==> src/rtl/tbird_pkg.sv <==
// Shared definitions for the Thunderbird tail-light monitor: state encoding,
// lamp patterns, mode/err codes and the pattern decoder.
package tbird_pkg;

  // DF..HZ match the transmitter encoding; SYNC exists only on the receive side
  typedef enum logic [3:0] {
    ST_DF   = 4'd0,
    ST_L0   = 4'd1,
    ST_L1   = 4'd2,
    ST_L2   = 4'd3,
    ST_R0   = 4'd4,
    ST_R1   = 4'd5,
    ST_R2   = 4'd6,
    ST_HZ   = 4'd7,
    ST_SYNC = 4'd8
  } st_e;

  localparam logic [2:0] LAMP_OFF = 3'b000;
  localparam logic [2:0] LAMP_0   = 3'b001;
  localparam logic [2:0] LAMP_1   = 3'b011;
  localparam logic [2:0] LAMP_2   = 3'b111;

  typedef enum logic [1:0] {
    MODE_IDLE  = 2'd0,
    MODE_LEFT  = 2'd1,
    MODE_RIGHT = 2'd2,
    MODE_HAZ   = 2'd3
  } mode_e;

  typedef enum logic [1:0] {
    ERR_NONE    = 2'd0,
    ERR_PATTERN = 2'd1,
    ERR_MOVE    = 2'd2
  } err_code_e;

  typedef struct packed {
    logic ill;
    st_e  st;
  } dec_t;

  function automatic dec_t decode(input logic [2:0] l, input logic [2:0] r);
    dec_t d;
    d.ill = 1'b0;
    d.st  = ST_DF;
    case ({l, r})
      {LAMP_OFF, LAMP_OFF}: d.st = ST_DF;
      {LAMP_0,   LAMP_OFF}: d.st = ST_L0;
      {LAMP_1,   LAMP_OFF}: d.st = ST_L1;
      {LAMP_2,   LAMP_OFF}: d.st = ST_L2;
      {LAMP_OFF, LAMP_0  }: d.st = ST_R0;
      {LAMP_OFF, LAMP_1  }: d.st = ST_R1;
      {LAMP_OFF, LAMP_2  }: d.st = ST_R2;
      {LAMP_2,   LAMP_2  }: d.st = ST_HZ;
      default:              d.ill = 1'b1;
    endcase
    return d;
  endfunction

endpackage

==> src/rtl/tbird_pattern_decoder_if.sv <==
// Lamp-sample inputs and monitor results of the tail-light pattern decoder.
interface tbird_pattern_decoder_if #(
  parameter int CNT_W = 8
);
  logic             en;
  logic [2:0]       L;
  logic [2:0]       R;
  logic [1:0]       mode;
  logic             err;
  logic [1:0]       err_code;
  logic [CNT_W-1:0] left_cnt;
  logic [CNT_W-1:0] right_cnt;
  logic [CNT_W-1:0] haz_cnt;

  modport master (
    output en, L, R,
    input  mode, err, err_code, left_cnt, right_cnt, haz_cnt
  );

  modport slave (
    input  en, L, R,
    output mode, err, err_code, left_cnt, right_cnt, haz_cnt
  );
endinterface

==> src/rtl/sat_counter.sv <==
// Up-counter that sticks at its all-ones value instead of wrapping.
module sat_counter #(
  parameter int W = 8
) (
  input  logic         clk,
  input  logic         resetn,
  input  logic         en,
  input  logic         inc,
  output logic [W-1:0] q
);

  function automatic logic [W-1:0] sat_inc(input logic [W-1:0] v);
    return (&v) ? v : v + W'(1);
  endfunction

  always_ff @(posedge clk or negedge resetn) begin
    if (!resetn)
      q <= '0;
    else if (en && inc)
      q <= sat_inc(q);
  end

endmodule

==> src/rtl/tbird_pattern_decoder.sv <==
// Receive-side checker for the tail-light lamps: rebuilds the transmitter
// state from sampled lamps, reports mode, counts sweeps and flags violations.
module tbird_pattern_decoder
  import tbird_pkg::*;
#(
  parameter int CNT_W      = 8,
  parameter int IDLE_TICKS = 2
) (
  input logic                  clk,
  input logic                  resetn,
  tbird_pattern_decoder_if.slave bus
);

  logic [2:0] l_p0;
  logic [2:0] r_p0;
  dec_t       obs;
  logic       obs_df;

  st_e        st_p1, st_nxt;
  mode_e      mode_p1, mode_nxt;
  logic       err_p1, err_nxt;
  err_code_e  err_code_p1, err_code_nxt;
  logic [7:0] idle_run_p1, idle_nxt;
  logic       left_inc, right_inc, haz_inc;

  logic [CNT_W-1:0] left_cnt, right_cnt, haz_cnt;

  function automatic logic [7:0] idle_inc(input logic [7:0] v);
    return (&v) ? v : v + 8'd1;
  endfunction

  function automatic logic move_ok(input st_e cur, input st_e nxt);
    case (cur)
      ST_DF:   return nxt inside {ST_DF, ST_L0, ST_R0, ST_HZ};
      ST_L0:   return nxt inside {ST_L1, ST_HZ};
      ST_L1:   return nxt inside {ST_L2, ST_HZ};
      ST_L2:   return nxt inside {ST_DF, ST_HZ};
      ST_R0:   return nxt inside {ST_R1, ST_HZ};
      ST_R1:   return nxt inside {ST_R2, ST_HZ};
      ST_R2:   return nxt inside {ST_DF, ST_HZ};
      ST_HZ:   return nxt == ST_DF;
      default: return 1'b0;
    endcase
  endfunction

  // ---- stage p0: lamp input register (data only, free-running) ----
  always_ff @(posedge clk) begin
    l_p0 <= bus.L;
    r_p0 <= bus.R;
  end

  assign obs    = decode(l_p0, r_p0);
  assign obs_df = !obs.ill && (obs.st == ST_DF);

  // ---- stage p1: state tracking, mode, error and counter update ----
  always_comb begin
    st_nxt       = st_p1;
    mode_nxt     = mode_p1;
    err_nxt      = 1'b0;
    err_code_nxt = err_code_p1;
    idle_nxt     = idle_run_p1;
    left_inc     = 1'b0;
    right_inc    = 1'b0;
    haz_inc      = 1'b0;

    if (bus.en) begin
      idle_nxt = obs_df ? idle_inc(idle_run_p1) : 8'd0;

      if (obs.ill) begin
        err_nxt      = 1'b1;
        err_code_nxt = ERR_PATTERN;
        st_nxt       = ST_SYNC;
      end else if (st_p1 == ST_SYNC) begin
        // Only an all-off sample re-anchors us; anything else is ignored quietly
        if (obs.st == ST_DF)
          st_nxt = ST_DF;
      end else begin
        st_nxt = obs.st;
        if (move_ok(st_p1, obs.st)) begin
          left_inc  = (st_p1 == ST_L1) && (obs.st == ST_L2);
          right_inc = (st_p1 == ST_R1) && (obs.st == ST_R2);
          haz_inc   = (obs.st == ST_HZ);
        end else begin
          err_nxt      = 1'b1;
          err_code_nxt = ERR_MOVE;
        end
        case (obs.st)
          ST_L0:   mode_nxt = MODE_LEFT;
          ST_R0:   mode_nxt = MODE_RIGHT;
          ST_HZ:   mode_nxt = MODE_HAZ;
          default: ;
        endcase
      end

      if (obs_df && (idle_nxt == 8'(IDLE_TICKS)))
        mode_nxt = MODE_IDLE;
    end
  end

  always_ff @(posedge clk or negedge resetn) begin
    if (!resetn) begin
      st_p1       <= ST_DF;
      mode_p1     <= MODE_IDLE;
      err_p1      <= 1'b0;
      err_code_p1 <= ERR_NONE;
      idle_run_p1 <= 8'd0;
    end else begin
      st_p1       <= st_nxt;
      mode_p1     <= mode_nxt;
      err_p1      <= err_nxt;
      err_code_p1 <= err_code_nxt;
      idle_run_p1 <= idle_nxt;
    end
  end

  sat_counter #(.W(CNT_W)) u_left_cnt (
    .clk    (clk),
    .resetn (resetn),
    .en     (bus.en),
    .inc    (left_inc),
    .q      (left_cnt)
  );

  sat_counter #(.W(CNT_W)) u_right_cnt (
    .clk    (clk),
    .resetn (resetn),
    .en     (bus.en),
    .inc    (right_inc),
    .q      (right_cnt)
  );

  sat_counter #(.W(CNT_W)) u_haz_cnt (
    .clk    (clk),
    .resetn (resetn),
    .en     (bus.en),
    .inc    (haz_inc),
    .q      (haz_cnt)
  );

  assign bus.mode      = mode_p1;
  assign bus.err       = err_p1;
  assign bus.err_code  = err_code_p1;
  assign bus.left_cnt  = left_cnt;
  assign bus.right_cnt = right_cnt;
  assign bus.haz_cnt   = haz_cnt;

endmodule

==> src/flat_wrapper.sv <==
// flat-port wrapper written by rule: the top's interface ports become plain ports
module tbird_pattern_decoder_flat import tbird_pkg::*;
#(
  parameter int CNT_W      = 8,
  parameter int IDLE_TICKS = 2
)
  (clk, resetn, bus_en, bus_L, bus_R, bus_mode, bus_err, bus_err_code, bus_left_cnt, bus_right_cnt, bus_haz_cnt);
  tbird_pattern_decoder_if #(.CNT_W(CNT_W)) bus_i ();
  input logic clk;
  input logic resetn;
  input wire logic [$bits(bus_i.en)-1:0] bus_en;
  input wire logic [$bits(bus_i.L)-1:0] bus_L;
  input wire logic [$bits(bus_i.R)-1:0] bus_R;
  output wire logic [$bits(bus_i.mode)-1:0] bus_mode;
  output wire logic [$bits(bus_i.err)-1:0] bus_err;
  output wire logic [$bits(bus_i.err_code)-1:0] bus_err_code;
  output wire logic [$bits(bus_i.left_cnt)-1:0] bus_left_cnt;
  output wire logic [$bits(bus_i.right_cnt)-1:0] bus_right_cnt;
  output wire logic [$bits(bus_i.haz_cnt)-1:0] bus_haz_cnt;
  assign bus_i.en = bus_en;
  assign bus_i.L = bus_L;
  assign bus_i.R = bus_R;
  assign bus_mode = bus_i.mode;
  assign bus_err = bus_i.err;
  assign bus_err_code = bus_i.err_code;
  assign bus_left_cnt = bus_i.left_cnt;
  assign bus_right_cnt = bus_i.right_cnt;
  assign bus_haz_cnt = bus_i.haz_cnt;
  tbird_pattern_decoder #(.CNT_W(CNT_W), .IDLE_TICKS(IDLE_TICKS)) u_core (.clk(clk), .resetn(resetn), .bus(bus_i));
endmodule
==> config.mk <==
export PLATFORM = sky130hd
export DESIGN_NAME = tbird_pattern_decoder_flat
export DESIGN_NICKNAME = d
export VERILOG_FILES = /design/src/rtl/tbird_pkg.sv /design/src/rtl/tbird_pattern_decoder_if.sv /design/src/rtl/sat_counter.sv /design/src/rtl/tbird_pattern_decoder.sv /design/src/flat_wrapper.sv
export SDC_FILE = /design/constraint.sdc
export NUM_CORES = 1
export LEC_CHECK = 0
export CAP_MARGIN = 40
export CORE_ASPECT_RATIO = 1.75
export CORE_MARGIN = 1
export CORE_UTILIZATION = 54
export DETAILED_ROUTE_END_ITERATION = 7
export GPL_ROUTABILITY_DRIVEN = 0
export PLACE_DENSITY = 0.8
export SKIP_LAST_GASP = 1
export SLEW_MARGIN = 5
export SYNTH_ARGS = -nofsm -noshare
export SYNTH_HDL_FRONTEND = slang
export SYNTH_SLANG_ARGS = --single-unit
==> constraint.sdc <==
create_clock -name clk -period 2.6 [get_ports clk]
set_input_delay 0.26 -clock clk [delete_from_list [all_inputs] [get_ports clk]]
set_output_delay 0.26 -clock clk [all_outputs]
set_load 0.02 [all_outputs]
==> impl_metrics.ini <==
[grt]
grt_pass1_vias = 2067
grt_use_met2_pct = 39.4
overflow = 0
grt_max_degree = 26
antenna_found_initial = 0
grt_util_met3_pct = 3.90
grt_usage_pct = 24.0
busiest_layer = met2
grt_pass1_wl_um = 9090
gr-usage-met1_pct = 28.9

[clock_network]
clock_sinks = 47
clockRootBuffer = clkbuf_8
clock_latency_ns = 0.30
clkSlewWorstSetupHoldPaths_ns = 0.09
cts_buffer_depth = 2
cts_setup_buffers = 0
htree_levels = 2
cts_buffers = 5
cts_tree = built

[logic_synthesis]
yosys_register_bits = 47
netlist_area_sq_mm = 0.00257
synth_edf_count = 0
ys_async_sr_fraction_pct = 87.2
synth_top_area_share_pct = 40.0
synth_cells = 267
synth_warnings = 0
synth.largest_area_cell = dfrtp_1
syn_area_per_cell_sq_um = 9.62
synth_cell_types = 57
yosysSeqAreaShare_pct = 44.6
synth_flop_cell = dfrtp_1
yosys-top-cells-area = dfrtp_1 (40%), dfxtp_1 (4.7%), xnor2_1 (4.4%), xor2_1 (3.8%), a21oi_1 (3.5%)
synth_nets = 280

[placement]
place_hpwl_um = 4070
place_ws_ns = 0.186
port_buffers = 37

[detailed_routing]
wirelength_um = 5510
wl_per_cell_um = 15.4
vias = 2182
routed_via_density = 6.11
ant_nets = 0
drt_iter0_drc = 122
drc_errors = 0
first_pass_iters = 4

[timing]
setup_slack_ns = 0.167
skew_ns = 0.00711
slew_violations = 0
max_freq_mhz = 411
finalSetupTns_ns = 0
finalCritPeriodShare_pct = 93.6
max_slew.worst_pin.slew_ns = 0.507
hold_violations = 0
relSlewSlack_pct = 65.9
setup_viol = 0
rsz0062_at_grt = false
min_period_ns = 2.43

[worst_setup_path]
worst_ep_required_time_ns = 2.83
start_kind = flip-flop
slowest_stage = or3_1
cp_num_buf_inv = 1
critPathKind = reg2reg
cp.arrival_ns = 2.67
critPathMaxFanout = 9
cp_top_family = simple AND/OR/NAND/NOR gates
path_cells = or3_1 > o22ai_1 > nand3_1 > nor4_2 > o21ai_2 > buf_4 > nor3_1 > xor2_1
end_kind = flip-flop
critPathMaxStageDelay_ns = 0.50

[flow_run]
cap_violations = 0

[pwr]
leakage_nw = 1.26
p_total_mw = 1.51
ir_drop_mv = 0.503
powerDensity_mw_per_mm2 = 489

[floorplanning]
core_sq_mm = 0.00448
dieArea_sq_mm = 0.00505
initial_utilization_pct = 57.3
fp.dieH_um = 93.2
die_w_um = 54.1
num_io_pins = 38
std_cell_rows = 32

[finish]
syn2layout_area_growth_pct = 20.1
drive_gt1_share_pct = 11.4
diodes = 0
nNetsFinal = 318

[hold_path]
hp-class = in2reg

[outcome]
outcome = completed
-- metrics by stage --
step | cell area (sq um) | hold slack (ns) | cells | utilization, %
3_5_place_dp | 2960 | 0.218 | 348 | 65.9
4_1_cts | 3080 | 0.396 | 357 | 68.6
5_1_grt | 3080 | 0.399 | 357 | 68.8
2_1_floorplan | 2570 | -0.0356 | 267 | -
6_report | 3080 | 0.396 | 357 | 68.8
3_3_place_gp | 2940 | 0.443 | 347 | 65.5
-- area by class of cell --
type / instances / area [sq um]
Inverter: 9 / 33.8
Tap cell: 51 / 63.8
Timing Repair Buffer: 46 / 448
Clock buffer: 5 / 68.8
Multi-Input combinational cell: 196 / 1280
Clock inverter: 3 / 43.8
Sequential cell: 47 / 1150
Fill cell: 354 / 1400
-- worst reg2reg max path, stage by stage (launching register included) --
cell     delay, ns
dfxtp_1       0.40
or3_1         0.50
o22ai_1       0.22
nand3_1       0.23
nor4_2        0.30
o21ai_2       0.10
buf_4         0.18
nor3_1        0.26
xor2_1        0.17
-- timing repair --
action,in CTS,in global routing
hold endpoints to repair,16,0
setup endpoints to repair,0,3
resized for setup,0,2
hold buffers,1,0
-- worst paths after layout --
check | start | end | slack, ns | cells after the start
max in group asynchronous | resetn | u_core.st_p1[1]$_DFFE_PN0P_ | 1.72 | 3
setup / recovery | u_core.l_p0[0]$_DFF_P_ | u_core.u_haz_cnt.q[6]$_DFFE_PN0P_ | 0.17 | 8
min in group asynchronous | resetn | u_core.u_haz_cnt.q[3]$_DFFE_PN0P_ | 0.41 | 2
hold reg to reg | u_core.bus.err_code[0]$_DFFE_PN0P_ | u_core.bus.err_code[0]$_DFFE_PN0P_ | 0.49 | 1
setup reg to reg | u_core.l_p0[0]$_DFF_P_ | u_core.u_haz_cnt.q[6]$_DFFE_PN0P_ | 0.17 | 8
hold / removal | bus_L[1] | u_core.l_p0[1]$_DFF_P_ | 0.40 | 1
-- flip-flops by register name, summed over array words and instances (netlist names) --
| register | flops |
|---|---|
| u_core.idle_run_p1 | 8 |
| u_core.u_haz_cnt.q | 8 |
| u_core.u_left_cnt.q | 8 |
| u_core.u_right_cnt.q | 8 |
| u_core.st_p1 | 4 |
| u_core.l_p0 | 3 |
| u_core.r_p0 | 3 |
| u_core.bus.err_code | 2 |
| u_core.bus.mode | 2 |
| u_core.bus.err | 1 |
-- per-layer routing --
layer  vias to the layer above  share of wire, %
met3                        23               4.2
li1                       1045                 -
met4                         0               3.8
met1                      1040                42
met2                        74                50
met5                         -                 0
-- cells by family (layout without fill, tap and decap cells) --
family	count (synthesis)	after routing	synth area share (%)
and+or+nand+nor	101	101	20.5
AOI/OAI and AO/OA	64	64	17.6
adders and majority gates	4	4	1.95
DFF	47	47	44.6
buffers and inverters	24	63	5.75
xor gates and xnor gates	24	24	8.19
muxes	3	3	1.32
-- cell usage after synthesis (2+ instances only) --
cell	instances
a21o_1	3
xor2_1	11
xnor2_1	13
a21oi_1	18
ha_1	4
nor3_1	7
buf_4	2
nand2_1	24
mux2_2	3
or3_1	5
nand4_1	8
and3_1	4
o22ai_1	4
o31ai_1	2
and2_1	2
buf_6	6
dfrtp_1	41
o21ai_0	8
a31o_2	5
inv_1	9
nor4_1	2
nand3_1	17
o21a_1	2
nor4_2	2
nor2_1	18
dfxtp_1	6
nand3b_1	2
a31oi_1	5
nor2b_1	2
clkbuf_1	5
-- cell usage in the layout, fill, tap and decap left out, drive strengths merged, types with 3 or more instances in the layout --
cell type,n
a21o,3
a21oi,18
a31o,5
a31oi,5
and2,3
and3,4
buf,9
clkbuf,5
clkdlybuf4s50,36
dfrtp,41
dfxtp,6
ha,4
inv,9
mux2,3
nand2,24
nand3,17
nand4,8
nor2,18
nor3,7
nor4,4
o21ai,10
o22ai,4
or3,5
xnor2,13
xor2,11
-- power breakdown --
group / total, mW / switching [mW] / internal, mW
Clock: 0.535 / 0.249 / 0.286
Sequential: 0.796 / 0.0405 / 0.756
Combinational: 0.176 / 0.0920 / 0.0837
Total: 1.51 / 0.381 / 1.13
No activity file was read; power rests on OpenSTA's default activity.
